[src/rtl/seq_controller.sv]
// seq_controller: multi-cycle stage sequencer for the Y86-64 SEQ datapath.
// Walks each instruction through FETCH..PCUPD with one-hot stage enables,
// owns the condition codes and processor status, and counts cycles and
// retired instructions.
//
// Data-memory handshake: mem_req is held high for every MEMORY cycle of a
// memory instruction; the access completes in the cycle where mem_ready=1,
// and dmem_error is only meaningful in that same cycle.
module seq_controller (
  input  logic        clk,
  input  logic        rst,
  input  logic        run,
  input  logic [3:0]  icode,
  input  logic [3:0]  ifun,
  input  logic        instr_valid,
  input  logic        imem_error,
  input  logic        dmem_error,
  input  logic        mem_ready,
  input  logic        e_zf,
  input  logic        e_sf,
  input  logic        e_of,
  output logic        f_en,
  output logic        d_en,
  output logic        e_en,
  output logic        m_en,
  output logic        w_en,
  output logic        pc_en,
  output logic        mem_req,
  output logic [2:0]  cc,
  output logic        cnd,
  output logic [1:0]  stat,
  output logic        busy,
  output logic [31:0] cycle_count,
  output logic [31:0] instr_count,
  output logic [2:0]  dbg_state
);

  typedef enum logic [2:0] {
    S_IDLE      = 3'd0,
    S_FETCH     = 3'd1,
    S_DECODE    = 3'd2,
    S_EXECUTE   = 3'd3,
    S_MEMORY    = 3'd4,
    S_WRITEBACK = 3'd5,
    S_PCUPD     = 3'd6,
    S_HALT      = 3'd7
  } state_t;

  localparam logic [1:0] STAT_AOK = 2'd0;
  localparam logic [1:0] STAT_HLT = 2'd1;
  localparam logic [1:0] STAT_ADR = 2'd2;
  localparam logic [1:0] STAT_INS = 2'd3;

  state_t     state;
  state_t     state_nxt;
  logic [1:0] stat_nxt;
  logic       mem_op;
  logic       sf_xor_of;

  assign busy      = (state != S_IDLE) && (state != S_HALT);
  assign dbg_state = state;
  assign sf_xor_of = cc[1] ^ cc[0];

  // Instructions that touch data memory: rmmovq, mrmovq, call, ret, pushq, popq.
  always_comb begin
    mem_op = 1'b0;
    case (icode)
      4'h4, 4'h5, 4'h8, 4'h9, 4'hA, 4'hB: mem_op = 1'b1;
      default:                            mem_op = 1'b0;
    endcase
  end

  // Next-state and status decision; faults in FETCH are prioritised ADR > INS > HLT.
  always_comb begin
    state_nxt = state;
    stat_nxt  = stat;
    case (state)
      S_IDLE: begin
        if (run) state_nxt = S_FETCH;
      end
      S_FETCH: begin
        if (imem_error) begin
          state_nxt = S_HALT;
          stat_nxt  = STAT_ADR;
        end else if (!instr_valid) begin
          state_nxt = S_HALT;
          stat_nxt  = STAT_INS;
        end else if (icode == 4'h0) begin
          state_nxt = S_HALT;
          stat_nxt  = STAT_HLT;
        end else begin
          state_nxt = S_DECODE;
        end
      end
      S_DECODE:  state_nxt = S_EXECUTE;
      S_EXECUTE: state_nxt = S_MEMORY;
      S_MEMORY: begin
        if (!mem_op) begin
          state_nxt = S_WRITEBACK;
        end else if (mem_ready) begin
          if (dmem_error) begin
            state_nxt = S_HALT;
            stat_nxt  = STAT_ADR;
          end else begin
            state_nxt = S_WRITEBACK;
          end
        end
      end
      S_WRITEBACK: state_nxt = S_PCUPD;
      S_PCUPD:     state_nxt = run ? S_FETCH : S_IDLE;
      S_HALT:      state_nxt = S_HALT;
      default:     state_nxt = S_IDLE;
    endcase
  end

  // Registered FSM state, stage enables, condition codes, status and counters.
  always_ff @(posedge clk) begin
    if (rst) begin
      state       <= S_IDLE;
      f_en        <= 1'b0;
      d_en        <= 1'b0;
      e_en        <= 1'b0;
      m_en        <= 1'b0;
      w_en        <= 1'b0;
      pc_en       <= 1'b0;
      mem_req     <= 1'b0;
      cc          <= 3'b100;
      stat        <= STAT_AOK;
      cycle_count <= 32'd0;
      instr_count <= 32'd0;
    end else begin
      state   <= state_nxt;
      stat    <= stat_nxt;
      f_en    <= (state_nxt == S_FETCH);
      d_en    <= (state_nxt == S_DECODE);
      e_en    <= (state_nxt == S_EXECUTE);
      m_en    <= (state_nxt == S_MEMORY);
      w_en    <= (state_nxt == S_WRITEBACK);
      pc_en   <= (state_nxt == S_PCUPD);
      mem_req <= (state_nxt == S_MEMORY) && mem_op;
      // Only OPq writes the flags, so a later jXX/cmovXX sees them from MEMORY on.
      if ((state == S_EXECUTE) && (icode == 4'h6)) cc <= {e_zf, e_sf, e_of};
      if (busy) cycle_count <= cycle_count + 32'd1;
      if (state == S_PCUPD) instr_count <= instr_count + 32'd1;
    end
  end

  // Branch/move condition from the architectural flags, only for cmovXX and jXX.
  always_comb begin
    cnd = 1'b0;
    if ((icode == 4'h2) || (icode == 4'h7)) begin
      case (ifun)
        4'h0:    cnd = 1'b1;
        4'h1:    cnd = sf_xor_of | cc[2];
        4'h2:    cnd = sf_xor_of;
        4'h3:    cnd = cc[2];
        4'h4:    cnd = !cc[2];
        4'h5:    cnd = !sf_xor_of;
        4'h6:    cnd = !sf_xor_of && !cc[2];
        default: cnd = 1'b0;
      endcase
    end
  end

endmodule

[config.mk]
export PLATFORM = sky130hd
export DESIGN_NAME = seq_controller
export DESIGN_NICKNAME = d
export VERILOG_FILES = /design/src/rtl/seq_controller.sv
export SDC_FILE = /design/constraint.sdc
export NUM_CORES = 1
export LEC_CHECK = 0
export ABC_AREA = 1
export CELL_PAD_IN_SITES_DETAIL_PLACEMENT = 1
export CELL_PAD_IN_SITES_GLOBAL_PLACEMENT = 1
export CORE_MARGIN = 4
export CORE_UTILIZATION = 37
export CTS_BUF_LIST = sky130_fd_sc_hd__clkbuf_16
export CTS_CLUSTER_SIZE = 20
export DETAILED_ROUTE_END_ITERATION = 8
export PLACE_DENSITY = 0.81
export REMOVE_ABC_BUFFERS = 1
export SYNTH_ARGS = -nofsm -noshare
export SYNTH_HDL_FRONTEND = slang
export SYNTH_SLANG_ARGS = --single-unit
[constraint.sdc]
create_clock -name clk -period 4.2 [get_ports clk]
set_input_delay 0.42 -clock clk [delete_from_list [all_inputs] [get_ports clk]]
set_output_delay 0.42 -clock clk [all_outputs]
set_load 0.02 [all_outputs]
* Word level (Yosys, flattened, before mapping)
Cells that the tools add are included.
Word-level totals: bits of input ports 18, output and inout bits 81, logic and storage cells 82, bits in registers 79
Cells by class: bitwise logic cells 2, equal/unequal tests 33, reduce and logical (&&, ||, !) cells 14, multiplexer cells 19, $add $sub $neg 2
Operators with widths (count):
- 32-bit by 1-bit adder with 32-bit output, second input constant | 2
- 4-bit by 3-bit == test with 1-bit output, second input constant | 7
- 3-bit case mux with 8 select lines | 1
- 3-bit == test, second input constant | 7
- 3-bit 2-to-1 mux | 6
- 4-bit == test, second input constant | 4
- 2-bit 2-to-1 mux | 7
- 3-bit by 2-bit == test with 1-bit output, second input constant | 4
- 4-bit by 2-bit == test with 1-bit output, second input constant | 3
- 4-bit zero test | 2
- 1-bit case mux with 7 select lines | 1
- 3-bit by 1-bit == test with 1-bit output, second input constant | 2
- 2-bit != test, second input constant | 3
- 6-bit OR reduction | 1
- 5-bit AND reduction | 1
- 4-bit by 1-bit == test with 1-bit output, second input constant | 1
- 1-bit logical AND | 4
- 4-bit != test, second input constant | 1
- 2-bit case mux with 2 select lines | 1
- 3-bit zero test | 1
- 1-bit 2-to-1 mux | 3
- 3-bit != test, second input constant | 1
- 3-bit nonzero test | 1
- 1-bit zero test | 2
- 4 further kinds | 4

* Longest topological paths before layout
depth in word-level cells 7, depth in mapped cells 11, mapped depth without buffers 10

* Worst setup path after synthesis
Ideal clock, no wire load.
path type input -> output, from input port ifun[0], to output port cnd, path buffers 0, cell stages on the path 4, data required time 3.780 ns, arrival 1.385 ns, setup slack 2.395 ns, path through or2_2 > nand2_1 > o21ai_0 > a211oi_1
Between the ends: longest elaborated chain between the ends 3, elaborated cells on any way between the ends 9, those cells by class eq/ne (6); mux (2); reduce/logical (1)
RTL lines:
- start, declared | RTL line 14 | input logic [3:0] ifun,
- 4-bit by 3-bit == test with 1-bit output, or another cell as far along | RTL line 152 | case (ifun)
- 1-bit case mux with 7 select lines * | RTL line 152
- 1-bit 2-to-1 mux * | RTL line 151 | if ((icode == 4'h2) || (icode == 4'h7)) begin
- end, declared | RTL line 30 | output logic cnd,
Mark *: on every way between the ends. The rest lies on a longest branch, timed or not.

* Worst setup path in the final report
from input port icode[2], to output port cnd
Between the ends: longest elaborated chain between the ends 3, elaborated cells on any way between the ends 4, those cells by class eq/ne (2); mux (1); reduce/logical (1)
RTL lines:
- start, declared | RTL line 13 | input logic [3:0] icode,
- 4-bit by 2-bit == test with 1-bit output or 4-bit by 3-bit == test with 1-bit output (tied branches) | RTL line 151
- 1-bit logical OR * | RTL line 151
- 1-bit 2-to-1 mux * | RTL line 151
Marks and branches as above.

==> results.py <==
metrics = {
    "logic_synthesis": {
        "ys_seq_area_frac": 0.374,
        "synth_area_mm2": 0.00423,
        "synth_cell_types": 37,
        "syn-instance-count": 652,
        "yosysWarnings": 0,
        "synth.ff_latch_count": 79,
        "avgSynthCellArea_um2": 6.48,
    },
    "floorplanning": {
        "die_w_um": 115,
        "fp.coreArea_mm2": 0.0110,
        "fp.dieArea_mm2": 0.0132,
        "die_y_um": 115,
        "fp-row-count": 38,
        "initial_core_util": 0.383,
        "io-pin-count": 99,
    },
    "setup_path": {
        "critPathCapture": "cnd",
        "critPathKind": "input port to primary output",
        "crit_arrival_ns": 2.31,
        "regToRegSetupSlack_ns": 2.35,
        "regToRegStartpoint": "dbg_state[1]",
        "reg2reg_to": "cc[1]",
        "end_kind": "primary output",
        "cp_data_required_time_ns": 3.78,
        "startpoint_type": "input port",
        "cp-startpoint": "icode[2]",
        "reg2regPathDepth": 5,
        "cp_max_fo": 4,
    },
    "finish": {
        "diodes": 0,
        "drive_gt1_frac": 0.0476,
        "nFillCells": 1476,
        "nNetsFinal": 773,
        "syn_to_final_growth_pct": 32.3,
        "multi_input_area_mm2": 0.00224,
        "seq_area_mm2": 0.00158,
    },
    "timing": {
        "whs_ns": 0.498,
        "worstMarginPinSlew_ns": 0.806,
        "maxSlewHeadroom": 0.458,
        "period_share": 0.651,
        "slew_viol_final": 0,
        "setup_tns_ns": 0,
        "finClkSkew_ns": 0.00649,
        "hold_viol": 0,
        "period_needed_ns": 2.73,
        "timing.fmax_mhz": 366,
        "grt_setup_unrepaired": "no",
        "setup_violations": 0,
    },
    "route": {
        "ant_nets": 0,
        "drtIter0Drc": 211,
        "wl_per_cell_um": 14.8,
        "vias_per_cell": 5.01,
        "vias": 4486,
        "drc": 0,
        "routed_wl_mm": 13.2,
        "first_pass_iters": 4,
    },
    "hold_path": {
        "hp-start": "cycle_count[2]",
        "hold_class": "flip-flop to flip-flop",
    },
    "cts": {
        "cts_tree": "built",
        "clk_pin_slew_ns": 0.06,
        "cts_max_level": 3,
        "numCtsBuffers": 9,
        "root_buffer": "clkbuf_16",
        "clock_latency_ns": 0.34,
        "cts_hold_buf": 0,
        "cts_setup_buffers": 0,
        "cts_buffer_depth": 2,
        "post_cts_resize_count": 0,
        "cts.sinks": 79,
    },
    "outcome": {
        "status": "finished, final reports clean",
    },
    "global_route": {
        "antenna_found_initial": 0,
        "track_usage": 0.212,
        "grt_pass1_vias": 4777,
        "grt_max_degree": 46,
        "overflow": 0,
        "grt_pass1_wl_mm": 22.8,
    },
    "job": {
        "cap_violations": 0,
    },
    "power_and_ir_drop": {
        "leakagePower_nw": 2.41,
        "ir_drop_mv": 0.213,
        "power_density_mw_per_mm2": 355,
    },
    "place": {
        "place_congestion": 0.867,
        "hpwl_mm": 10.2,
        "portBuffers": 98,
    },
}
[critical path: stages]
cell and delay, ns:
clkdlybuf4s50_1 0.47, nor2_1 0.20, inv_1 0.10, o22ai_1 0.13, nand2_1 0.08, a211oi_1 0.24, clkdlybuf4s50_1 0.66
[synthesized netlist by cell type (all sizes together)]
master	count	area [um^2]
and2	1	6.26
or2	2	12.5
dfxtp	79	1580
nor4	2	12.5
a21oi	35	175
xor2	5	43.8
nor2	135	598
a31oi	1	6.26
nand3	58	313
a211oi	1	7.51
buf	4	27.5
o21a	4	30.0
and3	3	18.8
nand3b	2	15.0
nor3	12	60.1
clkbuf	6	22.5
o22ai	1	6.26
o211a	1	10.0
o21bai	2	15.0
xnor2	3	26.3
nand2	159	639
nand4	13	81.3
ha	2	25.0
o21ai	24	120
o211ai	2	15.0
inv	95	357
[cell families after synthesis]
logic type                 Yosys count  share of synthesized area
adders and majority gates            2                    0.00592
and+or+nand+nor                    387                      0.416
xor gates and xnor gates             8                     0.0166
DFF                                 79                      0.374
buffers and inverters              105                     0.0962
AOI/OAI and AO/OA                   71                     0.0912
[layer usage]
metal,vias to the layer above,share of wire,track usage
met1,2106,0.46,0.270
met4,0,0.020,0.0712
met3,18,0.038,0.0337
met2,96,0.48,0.366
li1,2266,-,-
met5,-,0,0
[metrics by stage]
| step | utilization | area, um^2 | cells | power (mW) | setup slack (ns) |
|---|---|---|---|---|---|
| after floorplan | - | 4180 | 642 | 1.12 | 2.40 |
| after global placement | 0.485 | 5350 | 882 | 1.30 | 1.58 |
| after detailed placement | 0.485 | 5350 | 882 | 1.32 | 1.44 |
| after CTS | 0.507 | 5590 | 896 | 2.01 | 1.44 |
| after global routing | 0.507 | 5590 | 896 | 2.09 | 1.34 |
| final | 0.507 | 5590 | 896 | 1.99 | 1.47 |
[flip-flops by register name, indices dropped and copies added (netlist names)]
| name | flops |
|---|---|
| cc | 3 |
| cycle_count | 32 |
| d_en | 1 |
| dbg_state | 3 |
| e_en | 1 |
| f_en | 1 |
| instr_count | 32 |
| m_en | 1 |
| mem_req | 1 |
| pc_en | 1 |
| stat | 2 |
| w_en | 1 |
[report_power, final]
group,internal [mW],total [mW],switching (mW)
combinational,0.170,0.462,0.292
sequential,0.790,0.842,0.0524
clock,0.384,0.684,0.300
[worst min path at each step]
stage | to | slack [ns] | depth (start not counted)
after CTS | instr_count[2] | 0.50 | 2
after floorplan | dbg_state[1] | 0.49 | 1
after global routing | stat[0] | 0.52 | 2
after global placement | cycle_count[7] | 0.47 | 2
after detailed placement | instr_count[2] | 0.49 | 2
final | cycle_count[2] | 0.50 | 1
[cell type report]
type	instances	area share
Multi-Input combinational cell	468	0.400
Clock inverter	5	0.00358
Timing Repair Buffer	100	0.178
Clock buffer	9	0.0403
Sequential cell	79	0.283
Inverter	95	0.0638
Tap cell	140	0.0313
[placed cells by master, fill, tap and decap left out, types with 3 or more instances in the layout]
cell type,instances
clkbuf_16,9
nor2_4,5
o21a_1,4
nand2_1,152
and3_1,3
nand3_1,55
nor2_8,3
xor2_1,5
nand2_4,5
clkdlybuf4s50_1,98
o21ai_0,24
nor2_1,125
xnor2_1,3
nand4_1,13
dfxtp_1,79
inv_1,95
nor3_1,12
a21oi_1,35
Note: power is estimated with default switching activity, not from simulation.
